**src/rtl/post_proc_pkg.sv**
```systemverilog
// Shared types for the post-processing stage: mode encoding, configuration
// record and the reset threshold helper.
// Ports: none (package).
package post_proc_pkg;

    // Field widths of the configuration record; they match the default
    // SHIFT_W / DATA_W of post_proc_pipe, and other builds cast to/from them.
    localparam int PP_SHIFT_W  = 4;
    localparam int PP_THRESH_W = 8;

    typedef enum logic [1:0] {
        PP_PASS   = 2'd0,
        PP_SHIFT  = 2'd1,
        PP_OFFSET = 2'd2,
        PP_THRESH = 2'd3
    } pp_mode_e;

    typedef struct packed {
        pp_mode_e                mode;
        logic [PP_SHIFT_W-1:0]   shift;
        logic [PP_THRESH_W-1:0]  thresh;
    } pp_cfg_t;

    // Quarter-scale threshold used after reset.
    function automatic logic [PP_THRESH_W-1:0] pp_default_thresh(input int data_w);
        return PP_THRESH_W'(1) << (data_w - 2);
    endfunction

endpackage

```
**src/rtl/pp_channel.sv**
```systemverilog
// One colour channel of the post-processing datapath: S1 (shift/offset),
// S2 (clamp, threshold, saturation flag). Both stages advance on en.
// Ports: clk/reset/en, per-stage mode, shift, thresh, raw sample in,
// value (clamped pixel) and sat (sample left the output range) out.
module pp_channel
    import post_proc_pkg::*;
#(
    parameter int IN_W    = 12,
    parameter int DATA_W  = 8,
    parameter int SHIFT_W = 4
) (
    input  logic              clk,
    input  logic              reset,
    input  logic              en,
    input  pp_mode_e          s1_mode,
    input  logic [SHIFT_W-1:0] shift,
    input  pp_mode_e          s2_mode,
    input  logic [DATA_W-1:0] thresh,
    input  logic [IN_W-1:0]   raw,
    output logic [DATA_W-1:0] value,
    output logic              sat
);

    // One extra bit so the mid-scale offset can never overflow.
    localparam int V_W = IN_W + 1;
    localparam logic signed [V_W-1:0] MID = V_W'(2 ** (DATA_W - 1));
    localparam logic [DATA_W-1:0]     MAX = '1;

    logic signed [V_W-1:0] ext;
    logic signed [V_W-1:0] v_next;
    logic signed [V_W-1:0] v_q;
    logic                  neg;
    logic                  over;
    logic [DATA_W-1:0]     clamp;
    logic [DATA_W-1:0]     res_next;

    assign ext = {raw[IN_W-1], raw};

    // Arithmetic shift: large shift amounts collapse to 0 or -1, and -1
    // clamps to 0 in S2.
    always_comb begin
        v_next = ext;
        case (s1_mode)
            PP_SHIFT:  v_next = ext >>> shift;
            PP_OFFSET: v_next = ext + MID;
            default:   v_next = ext;
        endcase
    end

    // v_q is known non-negative when 'over' is evaluated, so any set bit
    // above the output width means it exceeds MAX.
    always_comb begin
        neg      = v_q[V_W-1];
        over     = !neg && (v_q[V_W-2:DATA_W] != '0);
        clamp    = neg ? '0 : (over ? MAX : v_q[DATA_W-1:0]);
        res_next = clamp;
        if (s2_mode == PP_THRESH) begin
            res_next = (clamp >= thresh) ? MAX : '0;
        end
    end

    always_ff @(posedge clk) begin
        if (reset) begin
            v_q   <= '0;
            value <= '0;
            sat   <= 1'b0;
        end else if (en) begin
            v_q   <= v_next;
            value <= res_next;
            sat   <= neg || over;
        end
    end

endmodule

```
**src/rtl/post_proc_pipe.sv**
```systemverilog
// Post-processing stage: signed wide convolution results -> saturated
// unsigned pixels, 2-cycle latency, 1 pixel/cycle, stalls on i_ready.
// Ports: valid/ready pixel in (i_data, i_last) and out (o_data, o_last),
// shadowed config load (i_cfg_load/i_mode/i_shift/i_thresh, o_cfg_busy),
// per-frame saturation count (o_sat_count, o_sat_valid).
module post_proc_pipe
    import post_proc_pkg::*;
#(
    parameter int CHANNELS = 3,
    parameter int IN_W     = 12,
    parameter int DATA_W   = 8,
    parameter int SHIFT_W  = 4,
    parameter int CNT_W    = 24
) (
    input  logic                             i_clk,
    input  logic                             i_reset,
    input  logic                             i_valid,
    output logic                             o_ready,
    input  logic [CHANNELS-1:0][IN_W-1:0]    i_data,
    input  logic                             i_last,
    output logic                             o_valid,
    input  logic                             i_ready,
    output logic [CHANNELS-1:0][DATA_W-1:0]  o_data,
    output logic                             o_last,
    input  logic                             i_cfg_load,
    input  logic [1:0]                       i_mode,
    input  logic [SHIFT_W-1:0]               i_shift,
    input  logic [DATA_W-1:0]                i_thresh,
    output logic                             o_cfg_busy,
    output logic [CNT_W-1:0]                 o_sat_count,
    output logic                             o_sat_valid
);

    localparam pp_cfg_t CFG_RST = '{mode: PP_PASS, shift: '0,
                                    thresh: pp_default_thresh(DATA_W)};

    pp_cfg_t             active_cfg;
    pp_cfg_t             pend_cfg;
    logic                cfg_pending;
    logic                s1_valid;
    logic                s1_last;
    logic                s2_valid;
    logic                s2_last;
    logic                en;
    logic                accept;
    logic                apply;
    logic                xfer;
    logic [CHANNELS-1:0] sat_ch;
    logic                pixel_sat;
    logic [CNT_W-1:0]    sat_cnt;
    logic [CNT_W-1:0]    cnt_inc;

    assign en         = !s2_valid || i_ready;
    assign o_ready    = en && !cfg_pending;
    assign accept     = i_valid && o_ready;
    // Config swaps only once both stages are empty, so every in-flight
    // pixel finishes with the configuration it entered under.
    assign apply      = cfg_pending && !s1_valid && !s2_valid;
    assign xfer       = s2_valid && i_ready;
    assign pixel_sat  = |sat_ch;
    assign o_valid    = s2_valid;
    assign o_last     = s2_last;
    assign o_cfg_busy = cfg_pending;

    // Saturating increment: sticks at all-ones instead of wrapping.
    assign cnt_inc = (xfer && pixel_sat && (sat_cnt != '1)) ? sat_cnt + CNT_W'(1) : sat_cnt;

    for (genvar g = 0; g < CHANNELS; g++) begin : g_ch
        pp_channel #(
            .IN_W   (IN_W),
            .DATA_W (DATA_W),
            .SHIFT_W(SHIFT_W)
        ) u_ch (
            .clk    (i_clk),
            .reset  (i_reset),
            .en     (en),
            .s1_mode(active_cfg.mode),
            .shift  (SHIFT_W'(active_cfg.shift)),
            .s2_mode(active_cfg.mode),
            .thresh (DATA_W'(active_cfg.thresh)),
            .raw    (i_data[g]),
            .value  (o_data[g]),
            .sat    (sat_ch[g])
        );
    end

    always_ff @(posedge i_clk) begin
        if (i_reset) begin
            s1_valid    <= 1'b0;
            s1_last     <= 1'b0;
            s2_valid    <= 1'b0;
            s2_last     <= 1'b0;
            active_cfg  <= CFG_RST;
            pend_cfg    <= CFG_RST;
            cfg_pending <= 1'b0;
            sat_cnt     <= '0;
            o_sat_count <= '0;
            o_sat_valid <= 1'b0;
        end else begin
            if (en) begin
                s1_valid <= accept;
                s1_last  <= accept && i_last;
                s2_valid <= s1_valid;
                s2_last  <= s1_last;
            end

            // A load arriving in the apply cycle wins: it stays pending and
            // is applied on the following cycle.
            if (i_cfg_load) begin
                pend_cfg    <= '{mode: pp_mode_e'(i_mode),
                                 shift: PP_SHIFT_W'(i_shift),
                                 thresh: PP_THRESH_W'(i_thresh)};
                cfg_pending <= 1'b1;
            end else if (apply) begin
                cfg_pending <= 1'b0;
            end
            if (apply) begin
                active_cfg <= pend_cfg;
            end

            o_sat_valid <= 1'b0;
            if (xfer && s2_last) begin
                o_sat_count <= cnt_inc;
                o_sat_valid <= 1'b1;
                sat_cnt     <= '0;
            end else begin
                sat_cnt <= cnt_inc;
            end
        end
    end

endmodule

```
**config.mk**
```make
export PLATFORM = sky130hd
export DESIGN_NAME = post_proc_pipe
export DESIGN_NICKNAME = d
export VERILOG_FILES = /design/src/rtl/post_proc_pkg.sv /design/src/rtl/pp_channel.sv /design/src/rtl/post_proc_pipe.sv
export SDC_FILE = /design/constraint.sdc
export NUM_CORES = 1
export LEC_CHECK = 0
export ABC_AREA = 1
export BUFFER_PORTS_ARGS = -buffer_cell sky130_fd_sc_hd__clkbuf_2
export CORE_UTILIZATION = 59
export DETAILED_ROUTE_END_ITERATION = 16
export PLACE_DENSITY = 0.81
export SYNTH_ARGS = -nofsm -noshare
export SYNTH_HDL_FRONTEND = slang
export SYNTH_SLANG_ARGS = --single-unit
```
**constraint.sdc**
```tcl
create_clock -name i_clk -period 2.25 [get_ports i_clk]
set_clock_uncertainty 0.1 [all_clocks]
set_input_delay 0.225 -clock i_clk [delete_from_list [all_inputs] [get_ports i_clk]]
set_output_delay 0.225 -clock i_clk [all_outputs]
set_load 0.01 [all_outputs]
```
# Yosys cells after proc, flatten, opt, wreduce, memory -nomap -nowiden
# Cells that the tools add are included.
# word_totals
reg_bits,148
input_bits,56
# op_classes
add_sub_neg,4
n_lt_le_gt_ge,3
n_eq_ne,4
shifts,3
n_mux,19
reduce_logical,28
# op_table
operator,n
$mux 8,12
$pmux 13 s2,3
$add 12x9->13 const B,3
$sshr 12x4->13,3
$add 24x1->24 const B,1
$ge 8x8->1,3
$mux 24,1
$ne 24x24->1 const B,1
$logic_and 1x1->1,12
$reduce_bool 4->1,3
$logic_not 1->1,6
$eq 2x2->1 const B,2
$logic_or 1x1->1,4
$mux 1,3
$reduce_or 3->1,1
$eq 2x1->1 const B,1
$reduce_bool 2->1,1
$reduce_or 2->1,1

# Logic depth before layout (Yosys ltp)
# Gate-level depths: netlist (run 1).
# logic_depth
ltp_word,7
ltp_mapped,12

# Modules after synthesis
# Synthesis (run 1) repeated with hierarchy kept, for this count alone.
# unflattened
cells_unflattened,1401
hier_area_um2,8993.6
# by_module_without_submodules
module,n_inst,cells_each,area_each_um2
pp_channel (g_ch[1].u_ch ...),2,298,1811.7
post_proc_pipe,1,507,3547.2
pp_channel (g_ch[0].u_ch),1,298,1823.0

# Worst setup path before layout (run 1)
# OpenSTA, ideal clock, no wires.
# synth_path
path_kind,register -> register
from,register g_ch[1].u_ch.v_q[10]
to,register g_ch[1].u_ch.value[0]
setup_ps,126
arrival_ps,1583
slack_ps,441
path_stages_with_launch,11
synth_period_minus_slack_ps,1809
path_cell_list,dfxtp_1 > nor2_1 > nand2_1 > o21ai_0 > inv_1 > ha_1 > a21oi_1 > o21a_1 > nand3_1 > nand2_1 > a21oi_1
# synth_between
elab_chain_len,7
# synth_lines
element,line,source
start: declaration,pp_channel.sv:31,logic signed [V_W-1:0] v_q;
start signal: assignment,pp_channel.sv:68,v_q <= v_next;
$reduce_bool 4->1 *,pp_channel.sv:54,over = !neg && (v_q[V_W-2:DATA_W] != '0);
$logic_and 1x1->1 *,pp_channel.sv:54,
$mux 8 * (2 in series),pp_channel.sv:55,clamp = neg ? '0 : (over ? MAX : v_q[DATA_W-1:0]);
$ge 8x8->1,pp_channel.sv:58,res_next = (clamp >= thresh) ? MAX : '0;
$mux 8,pp_channel.sv:58,
$mux 8 *,pp_channel.sv:57,if (s2_mode == PP_THRESH) begin
end signal: assignment,pp_channel.sv:69,value <= res_next;
end: declaration,pp_channel.sv:20,"output logic [DATA_W-1:0] value,"
# Mark *: on every way between the ends. The rest lies on a longest branch, timed or not.
# A chain may end at the register's enable or synchronous reset.

# Final worst setup path (run 1)
# Same ends and word-level chain as after synthesis.

==> impl_metrics.toml, run 1 <==
[run_status]
status = "finished, final reports clean"

[logic_synthesis]
ys_ff_latch = 148
synth_top_family_by_area = "simple AND/OR/NAND/NOR gates"
netlist_top_cells_area = "dfxtp_1 (34%), nand2_1 (17%), o21ai_0 (9.1%), nand3_1 (7.7%), a21oi_1 (7.5%)"
synth_xor_area_share_pct = 1.304
syn_inst = 1375
synth_mux_area_share_pct = 0
ys_seq_area_share_pct = 33.93
synth_compound_area_share_pct = 19.27
synth_top_area_share_pct = 33.93
yosys_warnings = 0
synth_adder_area_share_pct = 4.441
syn-mean-instance-area_um2 = 6.352
yosys.area.top_type = "dfxtp_1"
synth_area_um2 = 8733
synth-simple-area-share_pct = 31.63
synthDistinctLibCells = 35
synth_nets = 1462

[global_route]
grt-ovfl-total = 0
grtUsageTotal_pct = 34.09
grt_pass1_wl_um = 40600
grt_pass1_vias = 8467
antenna_found_initial = 0
grt_max_degree = 93

[critical_path]
crit_buf_inv = 1
cp-end-kind = "flip-flop"
r2r_start = "g_ch[1].u_ch.v_q[10]$_SDFFE_PP0N_"
crit_fanout = 9
startpoint_type = "flip-flop"
worstPathArrival_ns = 2.32
critPathKind = "flip-flop to flip-flop"
ff2ff_path_depth = 11
crit_chain = "nor2_1 > nand2_2 > o21ai_1 > inv_1 > ha_1 > nand2_1 > nor2_1 > nand4_1 > nand3_1 > nand2_1 > a21oi_1"
required_ns = 2.50
slowest_stage = "dfxtp_1"
crit_cells = 11
cpPeakStageDelay_ns = 0.31
startpoint = "g_ch[1].u_ch.v_q[10]$_SDFFE_PP0N_"
crit_family = "simple AND/OR/NAND/NOR gates"

[final_layout]
num-nets-final = 1561
seq_area_um2 = 2963
final_util_pct = 70.22
drive_gt1_share_pct = 14.73
antenna_cells = 0
area_growth_pct = 16.42
final_cell_area_um2 = 10170
multi_input_area_um2 = 4987
n_fill_cell = 1265

[drt]
first_pass_iters = 6
wl_per_cell_um = 15.16
viasPerCell = 5.636
dr_wl_met2_um = 11490
ant_nets = 0
drc = 0
vias = 9417
wirelength_um = 25330
dr_wl_met3_um = 2121
first_iter_violations = 936
top_layer_used = "met4"
met1Wirelength_um = 10900

[clock_network]
clkTransAtPathRegs_ns = 0.07
cts_max_path_buffers = 2
numCtsBuffers = 17
clk_latency_ns = 0.42
cts_tree = "done"
cts_root_buf = "clkbuf_16"
h-tree-depth = 4
cts_sinks = 148

[worst_hold_path]
min_path_type = "input pin to flip-flop"
whs_path_depth = 3
holdCritStartpoint = "i_data[24]"

[sta]
worst_pin_slew_ns = 0.7089
rsz0062_at_grt = "no"
setup_tns_ns = 0
hold_viol = 0
drv_slew = 0
worst_slack_ns = 0.1792
timing.fmax_ghz = 0.4829
relSlewSlack_pct = 52.69
period_needed_ns = 2.071
setup_violations = 0
min_period_over_period_pct = 92.04

[power_and_ir_drop]
p_sw_mw = 2.403
seqPwrFrac_pct = 40.3
power_density_nw_per_um2 = 717.2
ir_drop_mv = 0.8363
p_clk_share_pct = 35.2
p_int_mw = 4.889
p_comb_share_pct = 24.5
p_leak_nw = 4.793
p_sw_share_pct = 32.95

[placement]
placed_area_um2 = 9427
place_ws_ns = 0.03418
io_buffers = 108
routabilityCongestion = 1.010
hpwl_um = 18070

[floorplanning]
chipHeight_um = 123.7
start_util_pct = 60.32
fp.dieW_um = 123.7
ios = 109
die_area_um2 = 15290
num_rows = 44
fp.coreArea_um2 = 14480

[run]
drv_cap = 0
-- synthesized netlist by cell type --
library cell and count:
xnor2_1 2, buf_6 2, nor2_2 6, nand2_2 9
a221oi_1 6, nor3_1 5, o21ai_1 3, nor2_1 95
o2111ai_1 2, nand3_1 134, clkbuf_1 52, a21oi_1 131
nand4_1 10, xor2_1 11, o21a_1 3, nand3b_2 1
or2_2 1, nand3_2 2, o21ai_0 159, buf_12 1
and2_1 3, inv_2 8, clkinv_1 2, o211ai_1 4
inv_1 128, a21boi_0 1, ha_1 31, nand2_1 387
dfxtp_1 148, o21bai_1 1, nand2_4 1, nor2_4 3
buf_2 12, buf_1 2, o21ai_2 9
-- power by group through the flow --
stage	sequential, mW	clock (mW)	combinational, mW
global route	2.96	2.70	2.03
global placement	2.98	0	1.66
detailed placement	2.99	0	1.69
floorplan	2.98	0	1.15
finish	2.94	2.57	1.78
CTS	2.93	2.59	1.73
-- cell usage in the layout, fill, tap and decap left out, types with 2 or more instances in the layout --
master / instances
nand2_1: 382
dfxtp_1: 148
o21ai_0: 136
nand3_1: 134
a21oi_1: 131
inv_1: 126
clkbuf_2: 108
nor2_1: 93
ha_1: 31
buf_4: 21
o21ai_1: 20
clkbuf_16: 17
dlygate4sd3_1: 16
o21ai_2: 15
nand2_2: 14
xor2_1: 11
nand4_1: 10
inv_2: 10
clkinv_4: 9
nor2_2: 8
a221oi_1: 6
nor3_1: 5
o211ai_1: 4
and2_1: 3
o21a_1: 3
nor2_4: 3
clkinv_2: 3
buf_12: 3
clkinv_1: 2
o2111ai_1: 2
nand3_2: 2
xnor2_1: 2
-- path summary, 6_finish.rpt --
path | slack (ns) | endpoint
hold / removal | 0.04 | g_ch[2].u_ch.v_q[0]$_SDFFE_PP0N_
setup / recovery | 0.18 | g_ch[1].u_ch.value[0]$_SDFFE_PP0N_
setup reg to reg | 0.18 | g_ch[1].u_ch.value[0]$_SDFFE_PP0N_
hold reg to reg | 0.35 | o_sat_count[7]$_SDFFE_PP0P_
-- cell type report --
cell class	count	area share [%]
Sequential cell	148	29.14
Inverter	138	5.095
Clock buffer	18	4.221
Multi-Input combinational cell	1020	49.05
Timing Repair Buffer	149	9.143
Tap cell	184	2.264
Clock inverter	14	1.083
-- metal layers --
layer  track usage [%]  vias up
met3             7.280       62
met5                 0        -
li1                  -     4692
met1             44.77     4264
met4             13.48        0
met2             54.34      399
-- worst min-delay path: cells and delay by family --
kind	cells	cell delay [ns]
compound gates	2	0.19
buf+inv	1	0.11
-- stage by stage --
stage                     power [mW]  hold WS [ns]  cells
after floorplan                4.131        0.2513   1375
after global placement         4.647        0.3351   1623
after detailed placement       4.671        0.3394   1623
after CTS                      7.249       0.02576   1671
after global routing           7.688       0.06162   1671
final                          7.292       0.03554   1671
-- logic make-up (layout without fill, tap and decap cells) --
| family | Yosys count | after routing |
|---|---|---|
| AOI/OAI and AO/OA | 319 | 319 |
| xor gates and xnor gates | 13 | 13 |
| adders and majority gates | 31 | 31 |
| buffers and inverters | 207 | 319 |
| DFF | 148 | 148 |
| and+or+nand+nor | 657 | 657 |
-- sequential cells by signal (all words and copies together) (netlist names) --
signal	cells
s1_valid	1
g_ch.u_ch.value	24
g_ch.u_ch.sat	3
g_ch.u_ch.v_q	39
active_cfg	14
o_cfg_busy	1
s1_last	1
o_sat_valid	1
o_valid	1
o_last	1
pend_cfg	14
o_sat_count	24
sat_cnt	24
-- timing repair --
action / in CTS / in global routing
resized for setup: 1 / 35
hold endpoints to repair: 16 / 0
setup endpoints to repair: 1 / 31
buffers inserted: 0 / 0
hold buffers: 16 / 0
(Power assumes the default switching activity.)
==> run 2: changes to the inputs <==
--- a/config.mk
+++ b/config.mk
@@ -8,6 +8,7 @@
 export ABC_AREA = 1
 export BUFFER_PORTS_ARGS = -buffer_cell sky130_fd_sc_hd__clkbuf_2
 export CORE_UTILIZATION = 59
+export CTS_BUF_LIST = sky130_fd_sc_hd__clkbuf_16
 export DETAILED_ROUTE_END_ITERATION = 16
 export PLACE_DENSITY = 0.81
 export SYNTH_ARGS = -nofsm -noshare
==> run 2 against run 1 <==
Effect of this change: first-iteration DRC count up 5.4%; routed wire length up 0.48%; hold slack worse by 0.0039 ns; critical path depth unchanged; die area unchanged; global-route usage unchanged; maximum frequency down 0.69%.
==> impl_metrics.toml, run 2 (same netlist as run 1, synthesis figures left out) <==
[sta]
setup_violations = 0
setup_tns_ns = 0
relSlewSlack_pct = 53.02
rsz0062_at_grt = "no"
drv_slew = 0
period_needed_ns = 2.085
min_period_over_period_pct = 92.68
worst_pin_slew_ns = 0.7039
hold_viol = 0
timing.fmax_ghz = 0.4796

[floorplanning]
chipHeight_um = 123.7
start_util_pct = 60.32
fp.coreArea_um2 = 14480
fp.dieW_um = 123.7
die_area_um2 = 15290
ios = 109
num_rows = 44

[power_and_ir_drop]
fin_total_pwr_mw = 7.295
p_leak_nw = 4.797
ir_drop_mv = 0.8242
power_density_nw_per_um2 = 717.5

[final_layout]
layout.cells.most_common = "nand2_1"
largest_reg_flops = 39
antenna_cells = 0
drive_gt1_share_pct = 14.73
regMostFlops = "g_ch.u_ch.v_q"
area_growth_pct = 16.42
num-nets-final = 1561
final_cell_mix = "nand2_1 (382), dfxtp_1 (148), o21ai_0 (136)"

[global_route]
antenna_found_initial = 0
grt_pass1_vias = 8467
grt_pass1_wl_um = 40590
grt_max_degree = 93
grt-ovfl-total = 0
grtUsageTotal_pct = 34.09

[drt]
viasPerCell = 5.689
first_pass_iters = 6
wl_per_cell_um = 15.23
drc = 0
wirelength_um = 25450
ant_nets = 0
vias = 9506
first_iter_violations = 987

[clock_network]
clkTransAtPathRegs_ns = 0.07
cts_tree = "done"
cts_root_buf = "clkbuf_16"
postCtsSetupBuffers = 0
cts_sinks = 148
clk_latency_ns = 0.43
h-tree-depth = 4
cts_max_path_buffers = 2
numCtsBuffers = 17

[worst_hold_path]
min_path_type = "input pin to flip-flop"

[critical_path]
worstPathArrival_ns = 2.34
cp-end-kind = "flip-flop"
r2r_setup_slack_ns = 0.16
critPathKind = "flip-flop to flip-flop"
required_ns = 2.50
crit_fanout = 9
startpoint_type = "flip-flop"

[placement]
routabilityCongestion = 1.010
hpwl_um = 18070
io_buffers = 108

[run_status]
status = "finished, final reports clean"

[run]
drv_cap = 0
-- run 2: cell types whose count changed in the layout (fill, tap and decap cells not counted), sizes merged --
| cell | before | now |
|---|---|---|
| inv | 137 | 138 |
| clkbuf | 126 | 125 |
-- run 2: critical path: stages, from the launching register on --
cell and delay (ns):
dfxtp_1 0.31, nor2_1 0.12, nand2_2 0.15, o21ai_1 0.21, inv_1 0.07, ha_1 0.29
nand2_1 0.07, nor2_1 0.13, nand4_1 0.09, nand3_1 0.09, nand2_1 0.17, a21oi_1 0.20
-- run 2: per-layer routing --
layer / wire [µm] / share of wire, % / global-route usage [%] / vias to the layer above
met5: 0 / 0 / 0 / -
met4: 826 / 3.2 / 13.48 / 0
met1: 10990 / 43 / 44.77 / 4303
li1: - / - / - / 4701
met2: 11470 / 45 / 54.34 / 431
met3: 2155 / 8.5 / 7.280 / 71
-- run 2: final cells by class --
cell class                      instances  area [µm²]
Multi-Input combinational cell       1020        4987
Fill cell                            1265        4312
Sequential cell                       148        2963
Timing Repair Buffer                  149       929.6
Inverter                              138       518.0
Clock buffer                           17       425.4
Tap cell                              184       230.2
Clock inverter                         15       113.9
-- run 2: power breakdown --
part,switching (mW),internal (mW),leakage (nW)
sequential,0.120,2.82,1.22
clock,1.16,1.41,0.268
combinational,1.14,0.651,3.31
-- run 2: timing repair --
action / 4_1_cts / 5_1_grt
endpoints found under the setup margin: 1 / 31
endpoints found under the hold margin: 16 / 0
gates resized for setup: 1 / 35
hold buffers: 16 / 0
-- run 2: stage by stage --
stage               instance area (µm²)  setup slack (ns)  utilization [%]  instances  hold WS, ns
finish                            10170            0.1648            70.22       1671      0.03160
global route                      10170          0.004658            70.22       1671      0.06162
CTS                               10130           0.01264            69.94       1671      0.02576
detailed placement                 9427           0.03418            65.11       1623       0.3394
global placement                   9427           0.05564            65.11       1623       0.3351
floorplan                          8733            0.4412                -       1375       0.2513
-- run 2: final timing paths --
kind	from	end	depth (start not counted)
worst min-delay path	i_data[27]	g_ch[2].u_ch.v_q[3]$_SDFFE_PP0N_	3
worst max-delay path	g_ch[1].u_ch.v_q[10]$_SDFFE_PP0N_	g_ch[1].u_ch.value[0]$_SDFFE_PP0N_	11
worst min register to register	o_sat_count[7]$_SDFFE_PP0P_	o_sat_count[7]$_SDFFE_PP0P_	2
worst max register to register	g_ch[1].u_ch.v_q[10]$_SDFFE_PP0N_	g_ch[1].u_ch.value[0]$_SDFFE_PP0N_	11
==> run 3: changes to the inputs <==
==> constraint.sdc (replaced) <==
create_clock -name i_clk -period 2.25 [get_ports i_clk]
set_clock_uncertainty 0.1 [all_clocks]
set_input_delay 0.3375 -clock i_clk [delete_from_list [all_inputs] [get_ports i_clk]]
set_output_delay 0.3375 -clock i_clk [all_outputs]
set_load 0.01 [all_outputs]
==> run 3 against run 2 <==
Effect of this change: clock-buffer cell count unchanged; sequential power hardly changed; sequential share of layout area up 0.17 points; highest routed layer unchanged.
==> impl_metrics.toml, run 3 (same netlist as run 1, synthesis figures left out) <==
[critical_path]
critPathKind = "flip-flop to flip-flop"
startpoint = "active_cfg[12]$_SDFFE_PP0P_"
cpPeakStageDelay_ns = 0.57
startpoint_type = "flip-flop"
slowest_stage = "inv_1"
crit_chain = "inv_1 > ha_1 > clkinv_1 > nand2_1 > inv_1 > nand2_1 > a21oi_1"
r2r_setup_slack_ns = 0.18
r2r_start = "active_cfg[12]$_SDFFE_PP0P_"
required_ns = 2.50
worstPathArrival_ns = 2.32
crit_fanout = 21
cp-end-kind = "flip-flop"

[sta]
hold_viol = 0
period_needed_ns = 2.073
worst_pin_slew_ns = 0.6968
timing.fmax_ghz = 0.4824
setup_tns_ns = 0
min_period_over_period_pct = 92.14
rsz0062_at_grt = "yes"
drv_slew = 0
relSlewSlack_pct = 53.50
setup_violations = 0

[clock_network]
hold_buffers = 0
cts_root_buf = "clkbuf_16"
numCtsBuffers = 17
cts_sinks = 148
cts_max_path_buffers = 2
postCtsSetupBuffers = 0
cts_tree = "done"
clk_latency_ns = 0.42
h-tree-depth = 4
clkTransAtPathRegs_ns = 0.06

[worst_hold_path]
min_path_type = "input pin to flip-flop"
holdCritStartpoint = "i_shift[3]"

[final_layout]
largest_reg_flops = 39
layout.cells.most_common = "nand2_1"
antenna_cells = 0
num-nets-final = 1544
area_growth_pct = 15.74
drive_gt1_share_pct = 15.24
regMostFlops = "g_ch.u_ch.v_q"
final_cell_mix = "nand2_1 (381), dfxtp_1 (148), o21ai_0 (139)"

[drt]
viasPerCell = 5.684
vias = 9402
drc = 0
wirelength_um = 25330
first_iter_violations = 837
first_pass_iters = 6
ant_nets = 0
wl_per_cell_um = 15.32

[placement]
io_buffers = 108
routabilityCongestion = 0.9893
hpwl_um = 18140

[power_and_ir_drop]
power_density_nw_per_um2 = 755.5
p_leak_nw = 4.760
ir_drop_mv = 0.6539
fin_total_pwr_mw = 7.637

[floorplanning]
fp.coreArea_um2 = 14480
chipHeight_um = 123.7
fp.dieW_um = 123.7
num_rows = 44
die_area_um2 = 15290
start_util_pct = 60.32
ios = 109

[global_route]
grt_max_degree = 93
grt_pass1_wl_um = 40750
antenna_found_initial = 0
grt_pass1_vias = 8546
grtUsageTotal_pct = 34.23
grt-ovfl-total = 0

[run]
drv_cap = 0

[run_status]
status = "finished, final reports clean"
## run 3: report_power, final
part	internal [mW]	total, mW	leakage [nW]	switching, mW
Sequential	2.82	2.94	1.22	0.122
Combinational	0.646	1.79	3.26	1.15
Clock	1.75	2.90	0.288	1.15
## run 3: worst max-delay path: cells and delay by family, from the launching register on
family | cells | cell delay [ns]
AND/OR/NAND/NOR | 2 | 0.33
buffers and inverters | 3 | 0.71
AO/OA/AOI/OAI | 1 | 0.17
flip-flops | 1 | 0.36
adder cells (fa/ha/maj) | 1 | 0.33
## run 3: final cells by class
class                      count  area [µm²]
fill                        1272        4370
clock inverter                15       178.9
clock buffer                  17       425.4
tap                          184       230.2
inverter                     138       518.0
multi-input combinational   1020        5010
timing repair buffer         132       783.3
sequential                   148        2963
## run 3: what timing repair did
action,in CTS,in global routing
resized for setup,1,37
pin swaps,0,0
setup endpoints to repair,1,24
## run 3: layer usage
metal	vias to the layer above	wire length, µm	global-route usage (%)	part of all wire [%]
met4	0	573	12.20	2.3
li1	4681	-	-	-
met2	412	11610	55.21	46
met5	-	0	0	0
met3	53	2182	6.685	8.6
met1	4256	10970	45.32	43
## run 3: path summary, 6_finish.rpt
path | endpoint | depth (start not counted)
max | g_ch[2].u_ch.v_q[1]$_SDFFE_PP0N_ | 7
min | pend_cfg[11]$_SDFFE_PP0P_ | 3
max reg2reg | g_ch[2].u_ch.v_q[1]$_SDFFE_PP0N_ | 7
min reg2reg | o_sat_count[22]$_SDFFE_PP0P_ | 2
## run 3: through the flow
step / instance area, µm² / setup slack, ns / util [%] / hold WS [ns] / std cells
finish: 10110 / 0.1770 / 69.82 / 0.03572 / 1654
global route: 10110 / -0.04564 / 69.82 / 0.02233 / 1654
CTS: 10050 / 0.004709 / 69.40 / 0.02152 / 1654
detailed placement: 9444 / 0.02437 / 65.23 / 0.3382 / 1622
global placement: 9444 / 0.1233 / 65.23 / 0.3347 / 1622
floorplan: 8733 / 0.4412 / - / 0.3292 / 1375
